**config.mk**
```make
export PLATFORM = sky130hd
export DESIGN_NAME = mem_port_arbiter
export DESIGN_NICKNAME = d
export VERILOG_FILES = /design/src/rtl/mem_port_arbiter.sv
export SDC_FILE = /design/constraint.sdc
export NUM_CORES = 1
export LEC_CHECK = 0
export ABC_AREA = 1
export BUFFER_PORTS_ARGS = -buffer_cell sky130_fd_sc_hd__buf_2
export CAP_MARGIN = 20
export CORE_MARGIN = 2
export CORE_UTILIZATION = 30
export DETAILED_ROUTE_END_ITERATION = 7
export GPL_TIMING_DRIVEN = 0
export PLACE_DENSITY = 0.59
export SETUP_SLACK_MARGIN = 0.5
export SLEW_MARGIN = 20
export SYNTH_ARGS = -nofsm -noshare
export SYNTH_HDL_FRONTEND = slang
export SYNTH_SLANG_ARGS = --single-unit
```
**constraint.sdc**
```tcl
create_clock -name clk_i -period 2.7 [get_ports clk_i]
set_input_delay 0.135 -clock clk_i [delete_from_list [all_inputs] [get_ports clk_i]]
set_output_delay 0.135 -clock clk_i [all_outputs]
set_load 0.005 [all_outputs]
```
**src/rtl/mem_port_arbiter.sv**
```systemverilog
// Purpose: shares one single-port memory between fetch (if_*) and data (dm_*) requesters.
// Latency: accept -> mem_req_o next cycle; owner rvalid one cycle after mem_rvalid_i (3 cycles min).
// Backpressure: one transaction in flight; ready only in IDLE to one winner; watchdog ends stuck RESP.
// Optional: define ARB_ROUND_ROBIN_EN for round-robin tie-break (default: data beats fetch).
module mem_port_arbiter #(
   parameter int ADDR_WIDTH     = 32,
   parameter int DATA_WIDTH     = 32,
   parameter int TIMEOUT_CYCLES = 255
) (
   input  logic                    clk_i,
   input  logic                    reset_n_i,
   input  logic                    if_req_i,
   input  logic [ADDR_WIDTH-1:0]   if_addr_i,
   output logic                    if_ready_o,
   output logic                    if_rvalid_o,
   output logic [DATA_WIDTH-1:0]   if_rdata_o,
   input  logic                    dm_req_i,
   input  logic                    dm_we_i,
   input  logic [ADDR_WIDTH-1:0]   dm_addr_i,
   input  logic [DATA_WIDTH-1:0]   dm_wdata_i,
   input  logic [DATA_WIDTH/8-1:0] dm_be_i,
   output logic                    dm_ready_o,
   output logic                    dm_rvalid_o,
   output logic [DATA_WIDTH-1:0]   dm_rdata_o,
   output logic                    mem_req_o,
   output logic                    mem_we_o,
   output logic [ADDR_WIDTH-1:0]   mem_addr_o,
   output logic [DATA_WIDTH-1:0]   mem_wdata_o,
   output logic [DATA_WIDTH/8-1:0] mem_be_o,
   input  logic                    mem_gnt_i,
   input  logic                    mem_rvalid_i,
   input  logic [DATA_WIDTH-1:0]   mem_rdata_i,
   output logic                    timeout_o
);
   localparam int BE_WIDTH  = DATA_WIDTH / 8;
   localparam int CNT_WIDTH = ($clog2(TIMEOUT_CYCLES + 1) > 8) ? $clog2(TIMEOUT_CYCLES + 1) : 8;

   typedef enum logic [1:0] {ST_IDLE, ST_REQ, ST_RESP} state_t;

   state_t                 r_state;
   state_t                 w_state_nxt;
   logic                   r_owner_dm;
   logic                   r_we;
   logic [ADDR_WIDTH-1:0]  r_addr;
   logic [DATA_WIDTH-1:0]  r_wdata;
   logic [BE_WIDTH-1:0]    r_be;
   logic [CNT_WIDTH-1:0]   r_cnt;
   logic                   r_if_rvalid;
   logic                   r_dm_rvalid;
   logic                   r_timeout;
   logic [DATA_WIDTH-1:0]  r_rdata;
   logic                   w_prio_dm;
   logic                   w_grant_if;
   logic                   w_grant_dm;
   logic                   w_done;
   logic                   w_timeout;

`ifdef ARB_ROUND_ROBIN_EN
   logic r_last_dm;

   // Remember who was served last; reset state means fetch went last, so data wins the first tie.
   always_ff @(posedge clk_i or negedge reset_n_i) begin
      if (!reset_n_i)                r_last_dm <= 1'b0;
      else if (w_grant_if || w_grant_dm) r_last_dm <= w_grant_dm;
   end

   assign w_prio_dm = ~r_last_dm;
`else
   assign w_prio_dm = 1'b1;
`endif

   // State register.
   always_ff @(posedge clk_i or negedge reset_n_i) begin
      if (!reset_n_i) r_state <= ST_IDLE;
      else            r_state <= w_state_nxt;
   end

   // Arbitration, next state and completion detection; grants are suppressed while in reset.
   always_comb begin
      w_state_nxt = r_state;
      w_grant_dm  = 1'b0;
      w_grant_if  = 1'b0;
      w_done      = 1'b0;
      w_timeout   = 1'b0;
      case (r_state)
         ST_IDLE: begin
            w_grant_dm = reset_n_i && dm_req_i && (!if_req_i || w_prio_dm);
            w_grant_if = reset_n_i && if_req_i && !w_grant_dm;
            if (w_grant_dm || w_grant_if) w_state_nxt = ST_REQ;
         end
         ST_REQ: begin
            if (mem_gnt_i) w_state_nxt = ST_RESP;
         end
         ST_RESP: begin
            // A real response beats a watchdog expiry in the same cycle.
            if (mem_rvalid_i) begin
               w_done      = 1'b1;
               w_state_nxt = ST_IDLE;
            end else if (r_cnt == CNT_WIDTH'(TIMEOUT_CYCLES)) begin
               w_done      = 1'b1;
               w_timeout   = 1'b1;
               w_state_nxt = ST_IDLE;
            end
         end
         default: w_state_nxt = ST_IDLE;
      endcase
   end

   // Capture the winner's request fields on accept and run the watchdog counter in RESP.
   always_ff @(posedge clk_i or negedge reset_n_i) begin
      if (!reset_n_i) begin
         r_owner_dm <= 1'b0;
         r_we       <= 1'b0;
         r_addr     <= '0;
         r_wdata    <= '0;
         r_be       <= '0;
         r_cnt      <= '0;
      end else begin
         if (w_grant_dm || w_grant_if) begin
            r_owner_dm <= w_grant_dm;
            r_we       <= w_grant_dm & dm_we_i;
            r_addr     <= w_grant_dm ? dm_addr_i  : if_addr_i;
            r_wdata    <= w_grant_dm ? dm_wdata_i : '0;
            r_be       <= w_grant_dm ? dm_be_i    : '1;
         end
         if (r_state == ST_REQ && mem_gnt_i) r_cnt <= '0;
         else if (r_state == ST_RESP)        r_cnt <= r_cnt + 1'b1;
      end
   end

   // Register the routed response; writes and timeouts return zero data.
   always_ff @(posedge clk_i or negedge reset_n_i) begin
      if (!reset_n_i) begin
         r_if_rvalid <= 1'b0;
         r_dm_rvalid <= 1'b0;
         r_timeout   <= 1'b0;
         r_rdata     <= '0;
      end else begin
         r_if_rvalid <= w_done & ~r_owner_dm;
         r_dm_rvalid <= w_done & r_owner_dm;
         r_timeout   <= w_timeout;
         if (w_done) r_rdata <= (w_timeout || r_we) ? '0 : mem_rdata_i;
      end
   end

   assign if_ready_o  = w_grant_if;
   assign dm_ready_o  = w_grant_dm;
   assign if_rvalid_o = r_if_rvalid;
   assign dm_rvalid_o = r_dm_rvalid;
   assign if_rdata_o  = r_if_rvalid ? r_rdata : '0;
   assign dm_rdata_o  = r_dm_rvalid ? r_rdata : '0;
   assign timeout_o   = r_timeout;
   assign mem_req_o   = (r_state == ST_REQ);
   assign mem_we_o    = r_we;
   assign mem_addr_o  = r_addr;
   assign mem_wdata_o = r_wdata;
   assign mem_be_o    = r_be;
endmodule

```
==> results of run 1 <==
cell usage in the layout (no fill, tap or decap):
cell	count
buf_16	4
buf_2	288
buf_4	8
buf_6	6
bufinv_16	5
clkbuf_1	10
clkbuf_16	17
clkbuf_8	2
clkinv_2	3
clkinvlp_4	2
dfrtp_1	115
dlygate4sd3_1	72
ha_1	1
inv_1	146
inv_2	2
nand2_1	413
nand2_2	3
nand2_4	1
nand3_1	40
nand4_1	2
nor2_1	22
nor2_2	2
nor3_1	2
o21ai_0	9
area by class of cell:
type | count | share of cell area [%]
Buffer | 33 | 2.36
Clock buffer | 21 | 5.26
Clock inverter | 10 | 2.06
Inverter | 148 | 6.35
Multi-Input combinational cell | 495 | 22.4
Sequential cell | 115 | 32.9
Tap cell | 229 | 3.28
Timing Repair Buffer | 353 | 25.4
sequential cells by signal (all words and copies together), names as in the netlist, 2 cells and up:
register and count:
mem_wdata_o 32, r_rdata 32, mem_addr_o 32, mem_be_o 4
r_state 2, r_cnt 8
kinds of logic after synthesis:
logic type,Yosys count
fa+ha+maj,1
simple gates,485
buf+inv,181
flops,115
compound gates,9
final timing paths:
path | cells past startpoint | slack, ns | end | start
max in group asynchronous | 5 | 1.40 | mem_wdata_o[15] | reset_n_i
min | 5 | 0.02 | mem_addr_o[7] | if_addr_i[7]
min in group asynchronous | 4 | 0.42 | r_state[1] | reset_n_i
max reg2reg | 8 | 1.13 | mem_addr_o[29] | r_state[1]
min reg2reg | 1 | 0.42 | if_rvalid_o | r_owner_dm
max | 10 | 0.78 | dm_ready_o | reset_n_i
worst max-delay path, delay by kind of cell:
family / cells / cell delay [ns]
AND/OR/NAND/NOR: 2 / 0.14
buffers and inverters: 8 / 1.50
metal layers:
| metal | routed length [um] | track usage (%) |
|---|---|---|
| met4 | 317 | 7.26 |
| met5 | 0 | 0 |
| met2 | 8480 | 31.7 |
| met3 | 1420 | 5.20 |
| met1 | 7710 | 22.1 |
stage by stage:
stage / util (%) / TNS, ns / cell area, um^2
floorplan: - / 0 / 5600
global placement: 40.1 / -66.37 / 7270
detailed placement: 40.2 / 0 / 7300
CTS: 48.2 / 0 / 8750
global route: 48.2 / 0 / 8750
finish: 48.2 / 0 / 8750
power by group:
| group | switching, uW | total, uW | internal (uW) | leakage [uW] |
|---|---|---|---|---|
| combinational | 1320 | 2330 | 1010 | 0.00394 |
| clock | 778 | 2450 | 1670 | 0.000309 |
| sequential | 493 | 2960 | 2470 | 0.00146 |
what timing repair did:
item,CTS,global route
hold buffers,75,0
endpoints found under the hold margin,123,0
buffers inserted,0,0
==> impl_results.md, run 1 <==
- DRC viols: 0
- DP Worst Slack: between 0.5 and 0.6 ns
- Final wirelength: 17.9 mm
- Slew Limit Fails: 0
- Clock period minus worst slack: 1.92 ns
- Total core area: 18,100 um^2
- Largest family of logic cells by synthesized area: simple AND/OR/NAND/NOR gates
- Top post-synthesis cells by count: nand2_1 (413), inv_1 (146), dfrtp_1 (115)
- Worst endpoint required time: 2.57 ns
- Unrepaired setup endpoints after global routing: no
- Root buf cell: clkbuf_16
- Die Ht: 141 um
- Peak VDD IR: 0.419 mV
- Synth Area in Simple Gates: 33.9%
- Mapped cell area: roughly 5600 um^2
- Syn Area/Cell: 7.07 um^2
- Largest cells by area after synthesis: dfrtp_1 (51%), nand2_1 (28%), inv_1 (9.8%)
- Pleak: 0.00571 uW
- Port buffer count: 277
- Pin count of the biggest net entering global routing: 63
- Finished Layout Cells: ~1,400
- First-pass GRT wire length: around 29 mm
- Post-Synth XOR/XNOR Area: 0%
- Drt first pass iters: 6
- Setup ws final: 0.784 ns
- Crit path kind: primary input to primary output
- I/O pin count: 278
- Pwr dens: 885 nW/um^2
- Initial Util: 30.8%
- Placed Cells: 1,298
- Antenna Nets Post-Route: 0
- Overall Global Routing Usage: a little under a fifth
- Synth Area in Compound Gates: 0.805%
- Die X: approximately 140 um
- Initial DRC count: 230
- Multi-input logic area: 1960 um^2
- Sequential area share after synthesis: 51.4%
- Post-synth EDFFs: 0
- Most frequent cell after synthesis: nand2_1
- Tcrit/Tclk final: 71.0%
- P&R area growth vs syn: 56.3%
- Wire per inst: 12.8 um
- Most common cell on crit path: buf_2
- Synth warn: 0
- Vias: roughly 6,000
- # setup viols final: 0
- CTS H-tree depth: 4
- Startpoint Class: primary input
- Max stage delay cell, worst path: dlygate4sd3_1
- Mapped Nets: 931
- Fin. Hold Viols: 0
- # clock sinks: around 120
- Min-Delay Path Class: primary input to flip-flop
- Primary FF master, synth: dfrtp_1
- Reg area: 2880 um^2
- Adder-Cell Fraction of Synth Area: 0.224%
- Fmax: 522 MHz
- Leading area contributor after synthesis: dfrtp_1
- Synth unique cells: 17
- Slowest stage delay, CP: around 0.55 ns
- Clock buffer depth: 2
- Max cap viols: 0
- GRT overflow: 0
- CTS tree: done
- Layout cells sized above 1: 29.2%
- Tot Pwr: 7740 uW
- Post-synthesis mux area share: 0%
- Vias in the first global route: slightly below 6,000
- Cell Chain, Critical Path: dlygate4sd3_1 > buf_6 > buf_16 > nand2_1 > inv_1 > nand2_2 > inv_2 > buf_4 > buf_2 > buf_2
- Cell count after synthesis: 791
- Fin Clk Skew: roughly 0.010 ns
- Area share of the largest cell type after synthesis: about half
- Clk_lat worst skew: 0.41 ns
- Initial antenna violation count: 0
- Post-CTS Resized: 0
- Status: complete, no violations
- Vias/cell: 4.20
- CTS buffer count: 17
- # rows: 49
- Arr. time, crit path: 1.78 ns
- Crit-path max FO: 10
- Routability cong.: between 0.8 and 0.9
- Worst-path clk slew: roughly 0.05 ns
- Nets: roughly 1,300
- Fillers: about 1,800
- Hpwl dp: about 13 mm
- Least-Margin Pin Slew: 0.506 ns
- CP endpoint kind: primary output
- Hold_ws: ~0.021 ns
- Synth Register Bits: ~120
- Full die area: 19,800 um^2
- Async SR Flop Fraction: 100%
- N_diodes: 0
- Max-slew headroom: 66.3%
Power figures use the tool's default switching activity.
==> run 2: changes to the inputs <==
--- a/config.mk
+++ b/config.mk
@@ -12,7 +12,7 @@
 export CORE_UTILIZATION = 30
 export DETAILED_ROUTE_END_ITERATION = 7
 export GPL_TIMING_DRIVEN = 0
-export PLACE_DENSITY = 0.59
+export PLACE_DENSITY = 0.61
 export SETUP_SLACK_MARGIN = 0.5
 export SLEW_MARGIN = 20
 export SYNTH_ARGS = -nofsm -noshare
==> constraint.sdc (replaced) <==
create_clock -name clk_i -period 1.6 [get_ports clk_i]
set_input_delay 0.08 -clock clk_i [delete_from_list [all_inputs] [get_ports clk_i]]
set_output_delay 0.08 -clock clk_i [all_outputs]
set_load 0.005 [all_outputs]
==> impl_results.md, run 2 (same netlist as run 1, synthesis figures left out) <==
- Most frequent cells in the layout: nand2_1 (304), buf_2 (237), dlygate4sd3_1 (132) (was nand2_1 (413), buf_2 (288), inv_1 (146))
- Finished Cell Area: 11,000 um^2 (was 8750 um^2)
- Pin count of the biggest net entering global routing: 69 (was 63)
- Final wirelength: 22.3 mm (was 17.9 mm)
- Startpoint Class: flip-flop (was primary input)
- Worst Reg-to-Reg Cells: 9 (was 8)
- Most common cell on crit path: buf_8 (was buf_2)
- Total core area: 18,100 um^2 (unchanged)
- Slew Limit Fails: 0 (unchanged)
- Die Ht: 141 um (unchanged)
- Max stage delay cell, worst path: dfrtp_1 (was dlygate4sd3_1)
- Fillers: 1,505 (was 1,815)
- Cell Chain, Critical Path: nor2_2 > nand2_2 > inv_2 > buf_8 > buf_8 > buf_6 (was dlygate4sd3_1 > buf_6 > buf_16 > nand2_1 > inv_1 > nand2_2 > inv_2 > buf_4 > buf_2 > buf_2)
- Reg2reg end: mem_addr_o[26] (was mem_addr_o[29])
- Clock period minus worst slack: roughly 1.5 ns
- Routability cong.: 0.806 (was 0.825)
- Hold_ws: -0.426 ns (was 0.0215 ns)
- Crit path kind: flip-flop to primary output (was primary input to primary output)
- Placed Cells: 1,298 (unchanged)
- Placement Cell Area: 7480 um^2 (was 7300 um^2)
- I/O pin count: 278 (unchanged)
- First-pass GRT wire length: 32.0 mm (was 28.7 mm)
- Least-Margin Pin Slew: 0.427 ns (was 0.506 ns)
- # setup viols final: 0 (unchanged)
- CTS H-tree depth: 4 (unchanged)
- Layout cells sized above 1: 46.5% (was 29.2%)
- Initial Util: 30.8% (unchanged)
- Vias in the first global route: 6,516 (was 5,810)
- Fmax: 675 MHz
- Max-slew headroom: 71.5% (was 66.3%)
- Min-Delay Path Class: primary input to asynchronous set/reset pin (was primary input to flip-flop)
- Crit path buf inv count: 4 (was 8)
- Nets: 1,403 (was 1,303)
- Switching power: 5600 uW (was 2590 uW)
- Sw Ratio: 37.5% (was 33.4%)
- Clk pwr share: 24.2% (was 31.7%)
- Unrepaired setup endpoints after global routing: yes (was no)
- Worst-path clk slew: 0.05 ns (about the same)
- Arr. time, crit path: 1.40 ns (was 1.78 ns)
- Status: finished, violations left (was complete, no violations)
- CP endpoint kind: primary output (unchanged)
- Hpwl dp: 12.6 mm (was 13.0 mm)
- Clock buffer depth: 2 (unchanged)
- CTS buffer count: 17 (unchanged)
- Worst endpoint required time: 1.52 ns (was 2.57 ns)
- Delay-heaviest family, CP: flip-flops (was buffers and inverters)
- Tcrit/Tclk final: approximately 90%
- Max cap viols: 0 (unchanged)
- Full die area: 19,800 um^2 (unchanged)
- Wire per inst: 14.8 um (was 12.8 um)
- # clock sinks: 115 (unchanged)
- Failing checks: hold timing
- # rows: 49 (unchanged)
- Internal: 9310 uW (was 5160 uW)
- GRT overflow: 0 (unchanged)
- Die X: 141 um (unchanged)
- Slowest stage delay, CP: 0.38 ns (was 0.55 ns)
- Commonest non-fill, non-tap cell in the layout: nand2_1 (unchanged)
- Clk_lat worst skew: 0.41 ns (about the same)
- CTS tree: done (unchanged)
- Tot Pwr: 14,900 uW (was 7740 uW)
- Port buffer count: 277 (unchanged)
- P&R area growth vs syn: 96.7% (was 56.3%)
- Initial antenna violation count: 1 (was 0)
- Pleak: 0.00683 uW (was 0.00571 uW)
- Seq pwr share: 36.7% (was 38.3%)
- Drt first pass iters: 4 (was 6)
- Multi-input logic area: 2720 um^2 (was 1960 um^2)
- Fin Clk Skew: 0.00790 ns (was 0.0104 ns)
- DRC viols: 0 (unchanged)
- Pwr dens: 1350 nW/um^2 (was 885 nW/um^2)
- Reg area: 2880 um^2 (about the same)
- R2R Setup Slk: 0.17 ns (was 1.13 ns)
- Finished Layout Cells: 1,505 (was 1,404)
- Vias/cell: 4.44 (was 4.20)
- Root buf cell: clkbuf_16 (unchanged)
- R2R Path Start: r_state[0] (was r_state[1])
- Antenna Nets Post-Route: 0 (unchanged)
- Logic pwr share: 39.1% (was 30.1%)
- Crit-path max FO: 3 (was 10)
- Cts hold-fix bufs: 132 (was 75)
- Vias: 6,682 (was 5,897)
- Fin. Hold Viols: 115 (was 0)
- Overall Global Routing Usage: 20.6% (was 18.5%)
- Peak VDD IR: 0.717 mV (was 0.419 mV)
- Initial DRC count: 230 (unchanged)
## run 2: cell count changes in the layout (fill, tap and decap cells not counted), sizes merged
| cell | previous run | this run |
|---|---|---|
| clkinvlp | 2 | 3 |
| clkinv | 3 | 7 |
| inv | 148 | 147 |
| nand2 | 417 | 418 |
| dlygate4sd3 | 72 | 132 |
| bufinv | 5 | 2 |
| diode | 0 | 1 |
| buf | 306 | 349 |
| clkbuf | 29 | 24 |
## run 2: worst max-delay path by stage
stage | endpoint | startpoint | cells after the start
detailed placement | mem_addr_o[31] | reset_n_i | 10
CTS | dm_ready_o | r_state[1] | 6
floorplan | r_rdata[10] | r_cnt[1] | 9
global route | dm_ready_o | r_state[0] | 6
finish | dm_ready_o | r_state[0] | 6
global placement | mem_addr_o[26] | reset_n_i | 10
## run 2: per-layer routing
metal,up-vias,routed length [um],GRT usage (%)
li1,3234,-,-
met1,3137,8630,24.0
met2,255,11500,36.2
met3,56,1330,4.69
met4,0,780,9.21
met5,-,0,0
## run 2: through the flow
stage	utilization (%)	hold slack (ns)	setup WS, ns	setup TNS, ns
4_1_cts	55.2	-0.432	0.0786	0
6_report	60.7	-0.426	0.118	0
3_5_place_dp	41.2	0.0568	-0.284	-14.37
2_1_floorplan	-	-0.216	0.353	0
3_3_place_gp	41.0	0.279	-1.78	-249.19
5_1_grt	60.7	-0.405	0.0333	0
## run 2: power by group through the flow
stage	Combinational [uW]	Sequential [uW]	Clock, uW
3_5_place_dp	4020	5010	0
3_3_place_gp	3920	4990	0
2_1_floorplan	2170	4950	0
5_1_grt	6390	5600	3850
6_report	5830	5470	3610
4_1_cts	4850	5140	3700
## run 2: cell type report
type | count | share of cell area [%]
Buffer | 33 | 4.29
Sequential cell | 115 | 26.2
Tap cell | 229 | 2.60
Clock buffer | 20 | 4.06
Antenna cell | 1 | 0.0227
Inverter | 148 | 5.30
Timing Repair Buffer | 452 | 31.9
Clock inverter | 11 | 1.02
Multi-Input combinational cell | 496 | 24.7
## run 2: what timing repair did
action / CTS / global route
endpoints found under the hold margin: 188 / 81
gates cloned: 10 / 4
gates resized for setup: 154 / 241
setup endpoints to repair: 182 / 184
setup buffers: 16 / 13
pin swaps: 33 / 27
